`src/rtl/dmem_wait_unit_pkg.sv`:
```
// Shared definitions for the wait-state data memory: RV32I load/store funct3 codes,
// the access FSM state type and the misalignment predicate.
package rv_mem_pkg;

  localparam logic [2:0] F3_B  = 3'b000;
  localparam logic [2:0] F3_H  = 3'b001;
  localparam logic [2:0] F3_W  = 3'b010;
  localparam logic [2:0] F3_BU = 3'b100;
  localparam logic [2:0] F3_HU = 3'b101;

  typedef enum logic [1:0] {
    IDLE = 2'd0,
    BUSY = 2'd1,
    DONE = 2'd2
  } state_t;

  // Halves must be 2-byte aligned, words 4-byte aligned; bytes never misalign.
  function automatic logic is_misaligned(input logic [2:0] funct3, input logic [1:0] off);
    case (funct3)
      F3_H, F3_HU: return off[0];
      F3_W:        return off != 2'b00;
      default:     return 1'b0;
    endcase
  endfunction

endpackage

```
`src/rtl/dmem_wait_unit_if.sv`:
```
// Core-to-data-memory bus. The core raises req and holds we/funct3/addr/wdata stable until
// the one-cycle done pulse; rdata and fault are meaningful only while done is high.
interface dmem_wait_unit_if #(
  parameter int ADDR_W = 32
) ();
  logic              req;
  logic              we;
  logic [2:0]        funct3;
  logic [ADDR_W-1:0] addr;
  logic [31:0]       wdata;
  logic [31:0]       rdata;
  logic              done;
  logic              stall;
  logic              fault;

  modport master (
    output req, we, funct3, addr, wdata,
    input  rdata, done, stall, fault
  );

  modport slave (
    input  req, we, funct3, addr, wdata,
    output rdata, done, stall, fault
  );
endinterface

```
`src/rtl/dmem_wait_unit_load_align.sv`:
```
// Combinational load formatter: picks the byte/half lane of a RAM word and applies
// RV32I sign or zero extension. Unsupported funct3 codes yield zero.
module load_align
  import rv_mem_pkg::*;
(
  input  logic [31:0] word,
  input  logic [2:0]  funct3,
  input  logic [1:0]  off,
  output logic [31:0] result
);

  logic [7:0]  byte_sel;
  logic [15:0] half_sel;

  assign byte_sel = word[8*off +: 8];
  assign half_sel = off[1] ? word[31:16] : word[15:0];

  always_comb begin
    result = '0;
    case (funct3)
      F3_B:    result = {{24{byte_sel[7]}}, byte_sel};
      F3_BU:   result = {24'h0, byte_sel};
      F3_H:    result = {{16{half_sel[15]}}, half_sel};
      F3_HU:   result = {16'h0, half_sel};
      F3_W:    result = word;
      default: result = '0;
    endcase
  end

endmodule

```
`src/rtl/dmem_wait_unit.sv`:
```
// Data memory with WAIT_CYCLES wait states and a req/done handshake (IDLE->BUSY->DONE).
// Optional misaligned-access trapping is enabled by defining MISALIGN_TRAP_EN.
module dmem_wait_unit
  import rv_mem_pkg::*;
#(
  parameter int DEPTH_WORDS = 64,
  parameter int WAIT_CYCLES = 1,
  parameter int ADDR_W      = 32
) (
  input  logic   clk,
  input  logic   reset,
  dmem_wait_unit_if.slave bus,
  output state_t state
);

  localparam int         IDX_W     = $clog2(DEPTH_WORDS);
  localparam logic [3:0] WAIT_INIT = 4'(WAIT_CYCLES);

  state_t             state_q, state_d;
  logic [3:0]         cnt_q, cnt_d;
  logic               we_q;
  logic [2:0]         f3_q;
  logic [IDX_W+1:0]   addr_q;
  logic [31:0]        wdata_q;
  logic [31:0]        rdata_q;
  logic               fault_q;

  logic [31:0]        mem [DEPTH_WORDS];
  logic [IDX_W-1:0]   idx;
  logic [1:0]         off;
  logic               access;
  logic               trap;
  logic [3:0]         be;
  logic [31:0]        lane_data;
  logic [31:0]        mem_word;
  logic [31:0]        load_res;
  logic               unused_addr;

  // Address bits above the RAM index wrap modulo the depth.
  assign unused_addr = ^bus.addr[ADDR_W-1:IDX_W+2];

  assign idx    = addr_q[IDX_W+1:2];
  assign off    = addr_q[1:0];
  assign access = (state_q == BUSY) && (cnt_q == 4'd0);

`ifdef MISALIGN_TRAP_EN
  assign trap = is_misaligned(f3_q, off);
`else
  assign trap = 1'b0;
`endif

  always_comb begin
    state_d = state_q;
    cnt_d   = cnt_q;
    case (state_q)
      IDLE: if (bus.req) begin
        state_d = BUSY;
        cnt_d   = WAIT_INIT;
      end
      BUSY: if (cnt_q != 4'd0) cnt_d = cnt_q - 4'd1;
            else               state_d = DONE;
      DONE:    state_d = IDLE;
      default: state_d = IDLE;
    endcase
  end

  always_ff @(posedge clk or negedge reset) begin
    if (!reset) begin
      state_q <= IDLE;
      cnt_q   <= '0;
      we_q    <= 1'b0;
      f3_q    <= '0;
      addr_q  <= '0;
      wdata_q <= '0;
      rdata_q <= '0;
      fault_q <= 1'b0;
    end else begin
      state_q <= state_d;
      cnt_q   <= cnt_d;
      if (state_q == IDLE && bus.req) begin
        we_q    <= bus.we;
        f3_q    <= bus.funct3;
        addr_q  <= bus.addr[IDX_W+1:0];
        wdata_q <= bus.wdata;
      end
      if (access) begin
        rdata_q <= (we_q || trap) ? 32'h0 : load_res;
        fault_q <= trap;
      end
    end
  end

  // Store data is replicated across lanes so the byte enables alone select the target.
  always_comb begin
    be        = 4'b0000;
    lane_data = wdata_q;
    case (f3_q)
      F3_B: begin
        be        = 4'b0001 << off;
        lane_data = {4{wdata_q[7:0]}};
      end
      F3_H: begin
        be        = off[1] ? 4'b1100 : 4'b0011;
        lane_data = {2{wdata_q[15:0]}};
      end
      F3_W:    be = 4'b1111;
      default: be = 4'b0000;
    endcase
    if (!we_q || trap) be = 4'b0000;
  end

  always_ff @(posedge clk) begin
    if (access) begin
      for (int i = 0; i < 4; i++) begin
        if (be[i]) mem[idx][8*i +: 8] <= lane_data[8*i +: 8];
      end
    end
  end

  assign mem_word = mem[idx];

  load_align u_load_align (
    .word   (mem_word),
    .funct3 (f3_q),
    .off    (off),
    .result (load_res)
  );

  assign bus.done  = (state_q == DONE);
  assign bus.stall = bus.req & ~bus.done;
  assign bus.rdata = rdata_q;
  assign bus.fault = fault_q & bus.done;
  assign state     = state_q;

endmodule

```
`src/flat_wrapper.sv`:
```
// flat-port wrapper written by rule: the top's interface ports become plain ports
module dmem_wait_unit_flat import rv_mem_pkg::*;
#(
  parameter int DEPTH_WORDS = 64,
  parameter int WAIT_CYCLES = 1,
  parameter int ADDR_W      = 32
)
  (clk, reset, state, bus_req, bus_we, bus_funct3, bus_addr, bus_wdata, bus_rdata, bus_done, bus_stall, bus_fault);
  dmem_wait_unit_if #(.ADDR_W(ADDR_W)) bus_i ();
  input  logic clk;
  input  logic reset;
  output state_t state;
  input wire logic [$bits(bus_i.req)-1:0] bus_req;
  input wire logic [$bits(bus_i.we)-1:0] bus_we;
  input wire logic [$bits(bus_i.funct3)-1:0] bus_funct3;
  input wire logic [$bits(bus_i.addr)-1:0] bus_addr;
  input wire logic [$bits(bus_i.wdata)-1:0] bus_wdata;
  output wire logic [$bits(bus_i.rdata)-1:0] bus_rdata;
  output wire logic [$bits(bus_i.done)-1:0] bus_done;
  output wire logic [$bits(bus_i.stall)-1:0] bus_stall;
  output wire logic [$bits(bus_i.fault)-1:0] bus_fault;
  assign bus_i.req = bus_req;
  assign bus_i.we = bus_we;
  assign bus_i.funct3 = bus_funct3;
  assign bus_i.addr = bus_addr;
  assign bus_i.wdata = bus_wdata;
  assign bus_rdata = bus_i.rdata;
  assign bus_done = bus_i.done;
  assign bus_stall = bus_i.stall;
  assign bus_fault = bus_i.fault;
  dmem_wait_unit #(.DEPTH_WORDS(DEPTH_WORDS), .WAIT_CYCLES(WAIT_CYCLES), .ADDR_W(ADDR_W)) u_core (.clk(clk), .reset(reset), .bus(bus_i), .state(state));
endmodule
```
`config.mk`:
```
export PLATFORM = sky130hd
export DESIGN_NAME = dmem_wait_unit_flat
export DESIGN_NICKNAME = d
export VERILOG_FILES = /design/src/rtl/dmem_wait_unit_pkg.sv /design/src/rtl/dmem_wait_unit_if.sv /design/src/rtl/dmem_wait_unit_load_align.sv /design/src/rtl/dmem_wait_unit.sv /design/src/flat_wrapper.sv
export SDC_FILE = /design/constraint.sdc
export NUM_CORES = 2
export LEC_CHECK = 0
export CAP_MARGIN = 20
export CORE_ASPECT_RATIO = 0.6
export CORE_MARGIN = 2
export CORE_UTILIZATION = 55
export DETAILED_ROUTE_END_ITERATION = 6
export GPL_ROUTABILITY_DRIVEN = 0
export PLACE_DENSITY = 0.71
export SETUP_SLACK_MARGIN = 0.1
export SLEW_MARGIN = 10
export SYNTH_ARGS = -nofsm -noshare
export SYNTH_HDL_FRONTEND = slang
export SYNTH_SLANG_ARGS = --single-unit
```
`constraint.sdc`:
```
create_clock -name clk -period 8.9 [get_ports clk]
set_clock_uncertainty 0.05 [all_clocks]
set_input_delay 2.225 -clock clk [delete_from_list [all_inputs] [get_ports clk]]
set_output_delay 2.225 -clock clk [all_outputs]
set_load 0.03 [all_outputs]
```
==> impl_metrics.tcl <==
set metrics [dict create \
    clkTransAtPathRegs_ps 60 \
    start_util_pct 55.6 \
    clockRootBuffer "clkbuf_16" \
    maxSlewViolCount 0 \
    syn_avg_cell_area_um2 16.7 \
    fp.dieH_um 306 \
    viasPerCell 7.22 \
    report.power.total_mw 33.9 \
    syn_area_um2 83600 \
    clk_latency_ps 830 \
    crit_required_ps 6630 \
    fp-row-count 110 \
    cts_buffer_depth 3 \
    post_cts_buffers 0 \
    fin_crit_ps 5750 \
    cts.sinks 2130 \
    grt_pass1_vias 48300 \
    dp_hpwl_um 159000 \
    finalHoldViolations 0 \
    worstMarginPinSlew_ps 1320 \
    status "finished with violations" \
    p_clk_share_pct 22.8 \
    port_buffers 82 \
    post_cts_resized 0 \
    vias 51800 \
    synth_area_leaders "edfxtp_1 74%, a221oi_1 4.3%, dfrtp_1 2.5%" \
    p_int_mw 20.6 \
    netlist_top_cells_count "2048 x edfxtp_1, 409 x a221oi_1, 375 x nor2_1, 210 x a22oi_1, 179 x nand2_1" \
    ir_drop_uv 440 \
    antenna_found_initial 19 \
    p_per_area_nw_per_um2 368 \
    synth_edf_count 2048 \
    fin_crit_sh_pct 64.6 \
    area_delta_synth_final_pct 10.2 \
    relSlewSlack_pct 11.5 \
    ys_ff_latch 2130 \
    die-area_um2 155000 \
    leakage_nw 28.4 \
    yosys_most_used_dff "edfxtp_1" \
    postCtsHoldBufs 0 \
    whs_ps 449 \
    ioPinCount 108 \
    syn_nets 5065 \
    violations "DRC" \
    yosysSeqAreaShare_pct 76.0 \
    setup_viol 0 \
    yosysUniqueCellTypes 84 \
    power_frac_seq_pct 40.3 \
    hold_path_class "reg2reg" \
    crit_fanout 2 \
    max_freq_mhz 174 \
    synth.most_common_cell "edfxtp_1" \
    grt_pass1_wl_um 372000 \
    drt-initial-drc-count 10200 \
    pwr-share-comb_pct 36.9 \
    syn_inst 4993 \
    postRouteAntennaNets 0 \
    yosysTopAreaCellShare_pct 73.6 \
    setup_slack_ps 3150 \
    grt_setup_unrepaired "false" \
    cap_violations 0 \
    fillers 10600 \
    synth_warnings 0 \
    crit_arrival_ps 3480 \
    drt-pass1-iter-count 7 \
    power_switching_share_pct 39.4 \
    drc 2 \
    grt_max_degree 140 \
    switching_power_mw 13.4 \
    cts_tree "done" \
    finalWirelength_um 269000 \
    core_area_um2 150000 \
    async_flop_share_pct 3.85 \
    htree_levels 4 \
    drive_above_1_share_pct 13.4 \
    grt_usage_pct 34.2 \
    fp.dieW_um 507 \
    critPathKind "in2out" \
    fin_nets 5072 \
    grt_overflow_total 0 \
    start_kind "primary input" \
    wire_per_inst_um 37.4 \
    pre_cts_ws_ps 3150 \
    end_kind "primary output" \
    synth_top_area_cell "edfxtp_1" \
    cts_buffers 175 \
    tns_ps 0 \
]
-- through the flow --
step	utilization, %	area, um^2	instances
floorplan	-	83600	4993
finish	61.2	92100	7178
global route	61.2	92000	7166
detailed placement	57.4	86400	6833
global placement	57.4	86400	6832
CTS	61.1	91900	7154
-- critical path, stage by stage --
cell,delay (ps)
clkdlybuf4s50_1,460
nor2b_1,120
clkdlybuf4s50_1,670
-- power groups by stage --
stage / combinational, mW / clock (mW) / sequential [mW]
global route: 12.6 / 8.08 / 13.7
CTS: 11.8 / 7.68 / 13.7
global placement: 11.5 / 0 / 13.9
floorplan: 6.31 / 0 / 14.0
finish: 12.5 / 7.72 / 13.7
detailed placement: 11.8 / 0 / 13.9
-- layout by cell type, fill, tap and decap left out, types with 116 or more instances in the layout --
master | netlist | routed
buf_4 | 28 | 127
a21oi_1 | 124 | 116
mux2i_1 | 164 | 164
nor2_1 | 375 | 373
nand2_1 | 179 | 179
mux2_2 | 173 | 173
edfxtp_1 | 2048 | 2048
a22oi_1 | 210 | 210
o21ai_0 | 128 | 128
a221oi_1 | 409 | 409
clkbuf_16 | 0 | 177
-- registers in the layout, summed over array words and instances (netlist names) --
name              cells
u_core.mem         2048
u_core.bus.rdata     32
u_core.wdata_q       32
u_core.addr_q         8
u_core.cnt_q          4
u_core.f3_q           3
u_core.state          2
u_core.we_q           1
-- routing by layer --
metal	up-vias	share of wire, %	track usage, %
li1	20400	-	-
met1	26100	36	47.6
met2	4560	41	45.5
met3	674	18	15.9
met4	17	4.8	14.9
met5	-	0.28	3.73
-- kinds of logic after synthesis --
group / share of synthesized area [%]
AOI/OAI and AO/OA: 11.0
muxes: 5.58
other: 0.00449
adders and majority gates: 0.0150
xor gates and xnor gates: 0.0210
buffers and inverters: 2.39
DFF: 76.0
and+or+nand+nor: 4.93
-- area by class of cell --
cell class / count / area, um^2 / share of cell area [%]
antenna: 18 / 45.0 / 0.0489
clock buffer: 217 / 4580 / 4.97
clock inverter: 104 / 945 / 1.03
inverter: 14 / 65.1 / 0.0707
multi-input combinational: 2457 / 18300 / 19.9
sequential: 2130 / 63600 / 69.1
tap: 2016 / 2520 / 2.74
timing repair buffer: 222 / 2020 / 2.19
-- worst paths after layout --
path	to	startpoint	cells past startpoint	slack, ps
min reg2reg	u_core.bus.rdata[14]	u_core.bus.rdata[14]	2	450
max in group asynchronous	u_core.addr_q[4]	reset	2	6290
min in group asynchronous	u_core.bus.rdata[31]	reset	1	1280
max reg2reg	u_core.mem[38][10]	u_core.addr_q[4]	6	3190
min	u_core.bus.rdata[14]	u_core.bus.rdata[14]	2	450
max	bus_stall	bus_req	3	3150
Note: power is estimated with default switching activity, not from simulation.
